==> config.mk <==
export PLATFORM = sky130hd
export DESIGN_NAME = queue_calc_sequencer_flat
export DESIGN_NICKNAME = d
export VERILOG_FILES = /design/src/rtl/queue_calc_sequencer_pkg.sv /design/src/rtl/queue_calc_sequencer_if.sv /design/src/rtl/queue_calc_sequencer_alu.sv /design/src/rtl/queue_calc_sequencer.sv /design/src/flat_wrapper.sv
export SDC_FILE = /design/constraint.sdc
export NUM_CORES = 1
export LEC_CHECK = 0
export BUFFER_PORTS_ARGS = -buffer_cell sky130_fd_sc_hd__buf_4
export CORE_MARGIN = 8
export CORE_UTILIZATION = 25
export CTS_CLUSTER_SIZE = 20
export DETAILED_ROUTE_END_ITERATION = 8
export PLACE_DENSITY = 0.52
export SKIP_LAST_GASP = 1
export SLEW_MARGIN = 20
export SYNTH_ARGS = -nofsm -noshare
export SYNTH_HDL_FRONTEND = slang
export SYNTH_SLANG_ARGS = --single-unit
==> constraint.sdc <==
create_clock -name clk -period 2.7 [get_ports clk]
set_input_delay 0.54 -clock clk [delete_from_list [all_inputs] [get_ports clk]]
set_output_delay 0.54 -clock clk [all_outputs]
set_load 0.01 [all_outputs]
==> src/rtl/queue_calc_sequencer_pkg.sv <==
// queue_calc_pkg: shared constants for the queue calculator sequencer.
// Holds command codes, queue opcodes, response error codes, FSM state
// encoding and default DEPTH/W.
package queue_calc_pkg;

  localparam int unsigned DEPTH_DEF = 5;
  localparam int unsigned W_DEF     = 8;

  // Command codes on cmd_op
  localparam logic [2:0] OP_PUSH  = 3'b000;
  localparam logic [2:0] OP_ADD   = 3'b001;
  localparam logic [2:0] OP_SUB   = 3'b010;
  localparam logic [2:0] OP_AND   = 3'b011;
  localparam logic [2:0] OP_OR    = 3'b100;
  localparam logic [2:0] OP_XOR   = 3'b101;
  localparam logic [2:0] OP_POP   = 3'b110;
  localparam logic [2:0] OP_CLEAR = 3'b111;

  // Queue opcodes on q_opcode
  localparam logic [1:0] QOP_PUSH    = 2'b00;
  localparam logic [1:0] QOP_IDLE    = 2'b01;
  localparam logic [1:0] QOP_COMBINE = 2'b10;
  localparam logic [1:0] QOP_POP     = 2'b11;

  // Response error codes on rsp_err
  localparam logic [1:0] ERR_OK    = 2'd0;
  localparam logic [1:0] ERR_OVF   = 2'd1;
  localparam logic [1:0] ERR_UNF   = 2'd2;
  localparam logic [1:0] ERR_FAULT = 2'd3;

  typedef enum logic [1:0] {
    ST_IDLE,
    ST_ISSUE,
    ST_CLEAR,
    ST_RESP
  } state_e;

endpackage

==> src/rtl/queue_calc_sequencer_if.sv <==
// queue_calc_sequencer_if: command and response valid/ready channels.
//   cmd_valid/cmd_ready/cmd_op/cmd_data : command channel (host -> sequencer)
//   rsp_valid/rsp_ready/rsp_data/rsp_err : response channel (sequencer -> host)
// master = command source / response sink, slave = sequencer.
interface queue_calc_sequencer_if #(
  parameter int unsigned W = 8
);
  logic         cmd_valid;
  logic         cmd_ready;
  logic [2:0]   cmd_op;
  logic [W-1:0] cmd_data;
  logic         rsp_valid;
  logic         rsp_ready;
  logic [W-1:0] rsp_data;
  logic [1:0]   rsp_err;

  modport master (
    output cmd_valid, cmd_op, cmd_data, rsp_ready,
    input  cmd_ready, rsp_valid, rsp_data, rsp_err
  );

  modport slave (
    input  cmd_valid, cmd_op, cmd_data, rsp_ready,
    output cmd_ready, rsp_valid, rsp_data, rsp_err
  );
endinterface

==> src/rtl/queue_calc_sequencer_alu.sv <==
// queue_calc_alu: combinational ALU over the queue front pair.
//   op : command code (ALU codes only; others give 0)
//   a  : queue front
//   b  : queue second entry
//   y  : W-bit result, modulo 2^W
module queue_calc_alu
  import queue_calc_pkg::*;
#(
  parameter int unsigned W = W_DEF
) (
  input  logic [2:0]   op,
  input  logic [W-1:0] a,
  input  logic [W-1:0] b,
  output logic [W-1:0] y
);

  always_comb begin
    y = '0;
    case (op)
      OP_ADD:  y = a + b;
      OP_SUB:  y = a - b;
      OP_AND:  y = a & b;
      OP_OR:   y = a | b;
      OP_XOR:  y = a ^ b;
      default: y = '0;
    endcase
  end

endmodule

==> src/rtl/queue_calc_sequencer.sv <==
// queue_calc_sequencer: command-level controller for a DEPTH-entry queue.
//   clk, rst   : clock, asynchronous active-high reset
//   bus        : command/response channels (slave modport)
//   q_opcode   : queue opcode (00 push, 01 idle, 10 combine, 11 pop)
//   q_back     : value written to the queue back
//   q_top_conc : {second, front} from the queue
//   q_is_empty : queue empty flag
//   q_is_err   : queue sticky error flag
//   count      : shadow occupancy
//   fault      : sticky fault (queue error or occupancy disagreement)
module queue_calc_sequencer
  import queue_calc_pkg::*;
#(
  parameter int unsigned DEPTH = DEPTH_DEF,
  parameter int unsigned W     = W_DEF
) (
  input  logic                 clk,
  input  logic                 rst,
  queue_calc_sequencer_if.slave bus,
  output logic [1:0]           q_opcode,
  output logic [W-1:0]         q_back,
  input  logic [2*W-1:0]       q_top_conc,
  input  logic                 q_is_empty,
  input  logic                 q_is_err,
  output logic [2:0]           count,
  output logic                 fault
);

  localparam logic [2:0] DEPTH_C = 3'(DEPTH);

  state_e       state_q;
  logic [2:0]   op_q;
  logic [2:0]   count_q;
  logic [2:0]   removed_q;
  logic         fault_q;
  logic         cmd_ready_q;
  logic         rsp_valid_q;
  logic [W-1:0] rsp_data_q;
  logic [1:0]   rsp_err_q;
  logic [1:0]   q_opcode_q;
  logic [W-1:0] q_back_q;

  logic [W-1:0] front;
  logic [W-1:0] second;
  logic [W-1:0] alu_y;

  logic [1:0]   iss_err;
  logic [1:0]   iss_qop;
  logic [W-1:0] iss_back;
  logic [W-1:0] iss_data;
  logic [2:0]   count_d;
  logic         fault_d;

  assign front  = q_top_conc[W-1:0];
  assign second = q_top_conc[2*W-1:W];

  queue_calc_alu #(.W(W)) u_alu (
    .op (bus.cmd_op),
    .a  (front),
    .b  (second),
    .y  (alu_y)
  );

  // The ISSUE-cycle opcode is registered, so the legality check and ALU
  // evaluation happen on the accepted command; the queue is idle in IDLE,
  // so front/second are the same values the ISSUE cycle would see.
  always_comb begin
    iss_err  = ERR_OK;
    iss_qop  = QOP_IDLE;
    iss_back = '0;
    iss_data = '0;
    case (bus.cmd_op)
      OP_PUSH: begin
        if (count_q == DEPTH_C) begin
          iss_err = ERR_OVF;
        end else begin
          iss_qop  = QOP_PUSH;
          iss_back = bus.cmd_data;
          iss_data = bus.cmd_data;
        end
      end
      OP_POP: begin
        if (count_q == 3'd0) begin
          iss_err = ERR_UNF;
        end else begin
          iss_qop  = QOP_POP;
          iss_data = front;
        end
      end
      OP_CLEAR: ;
      default: begin
        if (count_q < 3'd2) begin
          iss_err = ERR_UNF;
        end else begin
          iss_qop  = QOP_COMBINE;
          iss_back = alu_y;
          iss_data = alu_y;
        end
      end
    endcase
  end

  // Shadow count follows the opcode the queue commits this cycle.
  always_comb begin
    count_d = count_q;
    case (q_opcode_q)
      QOP_PUSH:             count_d = count_q + 3'd1;
      QOP_COMBINE, QOP_POP: count_d = count_q - 3'd1;
      default:              count_d = count_q;
    endcase
  end

  always_comb begin
    fault_d = fault_q | q_is_err;
    if (state_q == ST_IDLE && (q_is_empty != (count_q == 3'd0))) begin
      fault_d = 1'b1;
    end
  end

  always_ff @(posedge clk or posedge rst) begin
    if (rst) begin
      state_q     <= ST_IDLE;
      op_q        <= OP_PUSH;
      count_q     <= '0;
      removed_q   <= '0;
      fault_q     <= 1'b0;
      cmd_ready_q <= 1'b1;
      rsp_valid_q <= 1'b0;
      rsp_data_q  <= '0;
      rsp_err_q   <= ERR_OK;
      q_opcode_q  <= QOP_IDLE;
      q_back_q    <= '0;
    end else begin
      fault_q <= fault_d;
      case (state_q)
        ST_IDLE: begin
          if (bus.cmd_valid && cmd_ready_q) begin
            cmd_ready_q <= 1'b0;
            op_q        <= bus.cmd_op;
            if (fault_q) begin
              rsp_err_q   <= ERR_FAULT;
              rsp_data_q  <= '0;
              rsp_valid_q <= 1'b1;
              state_q     <= ST_RESP;
            end else begin
              rsp_err_q  <= iss_err;
              rsp_data_q <= iss_data;
              q_opcode_q <= iss_qop;
              q_back_q   <= iss_back;
              state_q    <= ST_ISSUE;
            end
          end
        end
        ST_ISSUE: begin
          count_q    <= count_d;
          q_opcode_q <= QOP_IDLE;
          q_back_q   <= '0;
          if (op_q == OP_CLEAR) begin
            removed_q <= '0;
            if (count_q != 3'd0) begin
              q_opcode_q <= QOP_POP;
            end
            state_q <= ST_CLEAR;
          end else begin
            rsp_valid_q <= 1'b1;
            state_q     <= ST_RESP;
          end
        end
        ST_CLEAR: begin
          // A pop is on the queue exactly when count_q is nonzero here.
          if (count_q != 3'd0) begin
            count_q   <= count_q - 3'd1;
            removed_q <= removed_q + 3'd1;
            if (count_q == 3'd1) begin
              q_opcode_q  <= QOP_IDLE;
              rsp_data_q  <= W'(removed_q + 3'd1);
              rsp_valid_q <= 1'b1;
              state_q     <= ST_RESP;
            end
          end else begin
            rsp_data_q  <= W'(removed_q);
            rsp_valid_q <= 1'b1;
            state_q     <= ST_RESP;
          end
        end
        ST_RESP: begin
          if (bus.rsp_ready) begin
            rsp_valid_q <= 1'b0;
            cmd_ready_q <= 1'b1;
            state_q     <= ST_IDLE;
          end
        end
        default: state_q <= ST_IDLE;
      endcase
    end
  end

  assign bus.cmd_ready = cmd_ready_q;
  assign bus.rsp_valid = rsp_valid_q;
  assign bus.rsp_data  = rsp_data_q;
  assign bus.rsp_err   = rsp_err_q;
  assign q_opcode      = q_opcode_q;
  assign q_back        = q_back_q;
  assign count         = count_q;
  assign fault         = fault_q;

endmodule
==> src/flat_wrapper.sv <==
// flat-port wrapper written by rule: the top's interface ports become plain ports
module queue_calc_sequencer_flat import queue_calc_pkg::*;
#(
  parameter int unsigned DEPTH = DEPTH_DEF,
  parameter int unsigned W     = W_DEF
)
  (clk, rst, q_opcode, q_back, q_top_conc, q_is_empty, q_is_err, count, fault, bus_cmd_valid, bus_cmd_op, bus_cmd_data, bus_rsp_ready, bus_cmd_ready, bus_rsp_valid, bus_rsp_data, bus_rsp_err);
  queue_calc_sequencer_if #(.W(W)) bus_i ();
  input  logic clk;
  input  logic rst;
  output logic [1:0] q_opcode;
  output logic [W-1:0] q_back;
  input  logic [2*W-1:0] q_top_conc;
  input  logic q_is_empty;
  input  logic q_is_err;
  output logic [2:0] count;
  output logic fault;
  input wire logic [$bits(bus_i.cmd_valid)-1:0] bus_cmd_valid;
  input wire logic [$bits(bus_i.cmd_op)-1:0] bus_cmd_op;
  input wire logic [$bits(bus_i.cmd_data)-1:0] bus_cmd_data;
  input wire logic [$bits(bus_i.rsp_ready)-1:0] bus_rsp_ready;
  output wire logic [$bits(bus_i.cmd_ready)-1:0] bus_cmd_ready;
  output wire logic [$bits(bus_i.rsp_valid)-1:0] bus_rsp_valid;
  output wire logic [$bits(bus_i.rsp_data)-1:0] bus_rsp_data;
  output wire logic [$bits(bus_i.rsp_err)-1:0] bus_rsp_err;
  assign bus_i.cmd_valid = bus_cmd_valid;
  assign bus_i.cmd_op = bus_cmd_op;
  assign bus_i.cmd_data = bus_cmd_data;
  assign bus_i.rsp_ready = bus_rsp_ready;
  assign bus_cmd_ready = bus_i.cmd_ready;
  assign bus_rsp_valid = bus_i.rsp_valid;
  assign bus_rsp_data = bus_i.rsp_data;
  assign bus_rsp_err = bus_i.rsp_err;
  queue_calc_sequencer #(.DEPTH(DEPTH), .W(W)) u_core (.clk(clk), .rst(rst), .bus(bus_i), .q_opcode(q_opcode), .q_back(q_back), .q_top_conc(q_top_conc), .q_is_empty(q_is_empty), .q_is_err(q_is_err), .count(count), .fault(fault));
endmodule
# --- After elaboration in Yosys (flattened, before gate mapping) ---
# Cells that the tools add are included.
totals:
  register_bits: 34
  latch_bits: 0
  ram_bits: 0
  mem_bits_ro: 0
  n_memories: 0
op_classes:
  addsub: 6
  mul: 0
  n_div: 0
  magnitude_cmp: 1
  n_eq_ne: 26
  shifts: 0
  mux: 53
  bitwise_logic: 4
  reduce_logical: 23
op_table:
  columns: ["cell", "count"]
  rows:
  - ["$mux W8", 9]
  - ["$pmux W8 S2", 3]
  - ["$pmux W8 S5", 1]
  - ["$mux W2", 16]
  - ["$pmux W8 S3", 1]
  - ["$eq A3 B3 Y1 const B", 6]
  - ["$pmux W2 S3", 3]
  - ["$pmux W3 S2", 3]
  - ["$reduce_and A3 Y1", 6]
  - ["$mux W1", 11]
  - ["$reduce_and A5 Y1", 2]
  - ["$mux W3", 3]
  - ["$add A8 B8 Y8", 1]
  - ["$and A8 B8 Y8", 1]
  - ["$eq A2 B2 Y1 const B", 4]
  - ["$ne A2 B1 Y1 const B", 4]
  - ["$ne A2 B2 Y1 const B", 4]
  - ["$or A8 B8 Y8", 1]
  - ["$pmux W2 S4", 1]
  - ["$reduce_bool A2 Y1", 4]
  - ["$sub A8 B8 Y8", 1]
  - ["$xor A8 B8 Y8", 1]
  - ["$add A3 B1 Y3 const B", 2]
  - ["$eq A3 B1 Y1 const B", 2]
  - ["other kinds (16)", 23]

# --- Logic depth before layout (Yosys ltp) ---
logic_depth:
  depth_word: 7
  ltp_mapped: 11
  depth_no_buf: 11

# --- Cells and area by module ---
# A second synthesis with hierarchy kept.
unflattened:
  hier_cells: 347
  area_unflattened_um2: 3057.9
modules_own_cells:
  columns: ["mod", "n_inst", "cells_per_inst", "area_each_um2", "seq_area_each_um2"]
  rows:
  - ["queue_calc_sequencer", 1, 214, 2079.5, 853.3]
  - ["queue_calc_alu", 1, 133, 978.4, 0.0]

# --- Worst setup path before layout ---
# No wires, ideal clock.
synth_timing:
  path_type: "input-to-reg"
  start: "input bus_cmd_op[0]"
  end: "register u_core.q_back_q[6], in the netlist u_core.q_back[6]"
  setup_time_ns: 0.069
  arrival_ns: 2.758
  t_required_ns: 2.631
  slack_ns: -0.127
  cell_stages: 10
  n_path_buf: 1
  path_cell_list: "buf_2 -> nor3b_2 -> mux2_2 -> fa_1 -> nor2b_1 -> o31a_1 -> o21ai_0 -> or3_1 -> nand3_1 -> a32o_1"
synth_between:
  elab_chain_len: 7
  word_cells_on_any_way: 15
  classes_between: "eq/ne (7); mux (6); reduce/logical (2)"
synth_lines:
  columns: ["item", "line", "rtl"]
  rows:
  - ["start, declared", "flat_wrapper.sv:19", "input wire logic [$bits(bus_i.cmd_op)-1:0] bus_cmd_op;"]
  - ["$eq A3 B3 Y1 (tied with other cells)", "queue_calc_sequencer_alu.sv:19", "case (op)"]
  - ["$pmux W8 S5", "queue_calc_sequencer_alu.sv:19", null]
  - ["$mux W8", "queue_calc_sequencer.sv:92", "if (count_q < 3'd2) begin"]
  - ["$pmux W8 S2 (*)", "queue_calc_sequencer.sv:72", "case (bus.cmd_op)"]
  - ["$mux W8 (*)", "queue_calc_sequencer.sv:140", "if (fault_q) begin"]
  - ["$mux W8 (*)", "queue_calc_sequencer.sv:137", "if (bus.cmd_valid && cmd_ready_q) begin"]
  - ["$pmux W8 S2 (*)", "queue_calc_sequencer.sv:135", "case (state_q)"]
  - ["end signal, assigned", "queue_calc_sequencer.sv:149", "q_back_q <= iss_back;"]
  - ["end, declared", "queue_calc_sequencer.sv:41", "logic [W-1:0] q_back_q;"]
# Mark *: on every way between the ends. The rest lies on a longest branch, timed or not. The select of a mux whose other input is x is not followed.
# A chain may end at the register's enable or synchronous reset.

# --- Worst setup path after layout ---
layout_timing:
  start: "input q_top_conc[8]"
  end: "register u_core.q_back_q[6], in the netlist u_core.q_back[6]"
layout_between:
  elab_chain_len: 7
  word_cells_on_any_way: 8
  classes_between: "add/sub (2); mux (6)"
layout_lines:
  columns: ["item", "line", "rtl"]
  rows:
  - ["start, declared", "flat_wrapper.sv:13", "input logic [2*W-1:0] q_top_conc;"]
  - ["$sub A8 B8 Y8 or $add A8 B8 Y8 (tied branches)", "queue_calc_sequencer_alu.sv:21, queue_calc_sequencer_alu.sv:20", null]
  - ["$pmux W8 S5 (*)", "queue_calc_sequencer_alu.sv:19", null]
  - ["$mux W8 (*)", "queue_calc_sequencer.sv:92", null]
  - ["$pmux W8 S2 (*)", "queue_calc_sequencer.sv:72", null]
  - ["$mux W8 (*)", "queue_calc_sequencer.sv:140", null]
  - ["$mux W8 (*)", "queue_calc_sequencer.sv:137", null]
  - ["$pmux W8 S2 (*)", "queue_calc_sequencer.sv:135", null]
# Marked as above.

==> impl_metrics.csv <==
group,metric,value,unit
sta,finalCritPeriodShare,90.46,%
sta,fin_skew,4.550,ps
cells_and_area,nets,473,
critical_path,r2r-start,"u_core.state_q[1]$_DFFE_PP0P_",
floorplan,die_area,15320,sq um
critical_path,rr_worst_depth,6,
global_routing,grt_max_degree,35,
critical_path,critical_path_class,"input pin to register",
clock_network,post_cts_buffers,0,
floorplan,die_w,123.8,microns
floorplan,rows,39,
critical_path,max_stage_delay,370,ps
sta,slew_violations,0,
clock_network,clock-sinks,34,
clock_network,clk_latency,280,ps
floorplan,io_pins,59,
global_routing,grtUsageTotal,12.07,%
synthesis,synth_seq_area_share,29.38,%
global_routing,antenna_found_initial,0,
clock_network,cts_tree,"yes",
sta,setup_viol,0,
synthesis,yosysUniqueCellTypes,53,
synthesis,async_reset_ff_share,100.0,%
sta,max_freq,409.4,MHz
power,ir_drop,0.2499,mV
critical_path,start_kind,"input pin",
route,final_antenna_net_count,0,
cells_and_area,antenna_cells,0,
power,p_total,1.403,mW
synthesis,synthesis.area,2904,sq um
clock_network,clk_pin_slew_worst_paths,50,ps
worst_hold_path,hold_class,"input pin to asynchronous set/reset pin",
critical_path,required,2910,ps
route,drt-total-wl,8.735,mm
sta,hold_ws,368.5,ps
floorplan,initial_core_util,25.54,%
sta,rsz0062_at_grt,"false",
floorplan,core,11370,sq um
global_routing,grt_pass1_wl,14.84,mm
floorplan,die_y,123.8,microns
route,dr.pass1.iters,4,
route,vias,2706,
critical_path,path_cells,"buf_4 -> inv_1 -> ha_1 -> mux2_4 -> fa_2 -> nor2b_1 -> o31a_1 -> o21ai_0 -> or3_1 -> nand3_1 -> a32o_1",
critical_path,r2r-end,"u_core.q_back[7]$_DFFE_PP0P_",
sta,timing.slew.headroom,61.15,%
synthesis,synth_cells,341,
cells_and_area,drive_gt1_share,23.10,%
placed_design,dp.cells,542,
clock_network,ctsResizeCount,0,
synthesis,synth_nets,408,
critical_path,crit_family,"adder cells",
route,wl_per_cell,15.88,microns
placed_design,numPortBuffers,58,
global_routing,grt_remaining_overflow,0,
critical_path,crit_path_max_fanout,3,
critical_path,worst-path-buf-inv,2,
synthesis,synth_top_flop_cell,"dfrtp_1",
critical_path,cp.arrival,2660,ps
placed_design,routabilityCongestion,0.8196,
cells_and_area,area_growth_syn_to_layout,27.45,%
clock_network,postCtsHoldBufs,0,
global_routing,grt_pass1_vias,2813,
power,cellLeakagePower,1.795,nW
clock_network,cts.htree.levels,2,
route,viasPerCell,4.920,
sta,tightestPinTransition,580.7,ps
sta,period_minus_slack,2442,ps
clock_network,clockBufferDepth,2,
critical_path,cp-end-kind,"register",
clock_network,cts-root-buf,"clkbuf_16",
critical_path,crit_path_top_delay_cell,"fa_2",
clock_network,numCtsBuffers,5,
synthesis,synth_edf_count,0,
route,dr.first_iter.drc_count,155,
route,drc,0,
critical_path,r2r_slack,520,ps
synthesis,yosysWarnings,0,
status,status,"complete, no violations",
cells_and_area,final_cells,550,
power,power_density,379.2,nW/um^2
synthesis,synth-seq-cells,34,
synthesis,syn_area_per_cell,8.516,sq um
sta,finalHoldViolCount,0,
placed_design,hpwl,6.927,mm
run,cap_violations,0,
-- Yosys cell counts, drive strengths merged, types with 4 or more instances --
cell type	count	area (sq um)
nand2	42	157.7
ha	33	412.9
dfrtp	32	800.8
inv	28	105.1
a21oi	25	125.1
nor2	24	90.09
o21ai	24	120.1
buf	11	75.07
a22o	10	87.58
xnor2	9	78.83
nand3	8	40.04
nor3	8	50.05
a31oi	7	43.79
a32o	7	70.07
a221oi	6	52.55
nand2b	6	37.54
xor2	6	52.55
a21o	5	37.54
clkbuf	4	15.01
mux2	4	45.04
o31ai	4	30.03
-- per-stage QoR --
step / setup TNS, ps / worst slack, ps / utilization (%) / instance area [sq um]
after floorplan: 0 / 39.12 / - / 2919
after global placement: 0 / 27.24 / 31.25 / 3553
after detailed placement: -25.00 / -12.93 / 31.25 / 3553
after CTS: 0 / 270.0 / 32.55 / 3701
after global routing: 0 / 65.39 / 32.55 / 3701
final: 0 / 257.5 / 32.55 / 3701
-- power breakdown --
group / internal, mW / switching, mW / leakage (nW)
clock network: 0.365 / 0.205 / 0.0739
registers: 0.511 / 0.000454 / 0.458
logic: 0.148 / 0.174 / 1.26
total: 1.02 / 0.379 / 1.79
-- worst max-delay path by stage --
stage                                   endpoint  slack, ps          start  cells after the start
finish              u_core.q_back[6]$_DFFE_PP0P_        260  q_top_conc[8]                     11
floorplan           u_core.q_back[6]$_DFFE_PP0P_         40  bus_cmd_op[0]                     10
CTS                 u_core.q_back[6]$_DFFE_PP0P_        270  q_top_conc[8]                     11
global placement    u_core.q_back[6]$_DFFE_PP0P_         30  q_top_conc[8]                     11
detailed placement  u_core.q_back[5]$_DFFE_PP0P_        -10  bus_cmd_op[2]                     12
global route        u_core.q_back[6]$_DFFE_PP0P_         70  q_top_conc[8]                     11
-- cell usage in the layout, fill, tap and decap left out, drive strengths merged, types with 2 or more instances in the layout --
master  count
a21o        5
a21oi      25
a221o       2
a221oi      6
a22o       10
a31oi       7
a32o        7
a32oi       2
and2        2
buf        73
clkbuf      7
dfrtp      32
dfstp       2
ha         33
inv        28
mux2        4
mux2i       2
nand2      42
nand2b      6
nand3       8
nand4b      2
nor2       24
nor2b       2
nor3        8
o21a        3
o21ai      24
o221ai      2
o31ai       4
or3         2
xnor2       9
xor2        6
-- logic make-up after synthesis --
logic type,count (synthesis),synth area share [%]
AO/OA/AOI/OAI,106,25.42
AND/OR/NAND/NOR,103,16.80
buffers and inverters,43,6.721
adder cells (fa/ha/maj),34,14.91
flip-flops,34,29.38
XOR/XNOR,15,4.524
multiplexers,6,2.240
-- final cells by class --
type	count	area (sq um)
fill	1200	7669
clock inverter	1	5.005
timing repair buffer	73	548.0
inverter	28	105.1
sequential	34	853.3
multi-input combinational	264	1868
tap	143	178.9
clock buffer	7	142.6
-- worst reg2reg max path, delay by kind of cell, from the launching register on --
family / cells / cell delay (ps)
and+or+nand+nor: 3 / 1070
buffers and inverters: 1 / 120
AOI/OAI and AO/OA: 1 / 170
adders and majority gates: 1 / 330
DFF: 1 / 410
-- sequential cells by signal (all words and copies together), names as in the netlist, 2 cells and up --
name and cells:
u_core.bus.rsp_data 8, u_core.bus.rsp_err 2, u_core.count 3, u_core.op_q 3, u_core.q_back 8, u_core.q_opcode 2, u_core.removed_q 3, u_core.state_q 2
-- routing by layer --
metal  up-vias  share of wire (%)  global-route usage, %
met4         0               0.88                  3.386
met5         -                  0                      0
li1       1352                  -                      -
met3         4                3.8                  1.723
met2        61                 46                  18.92
met1      1289                 49                  16.88
No activity file was read; power rests on OpenSTA's default activity.
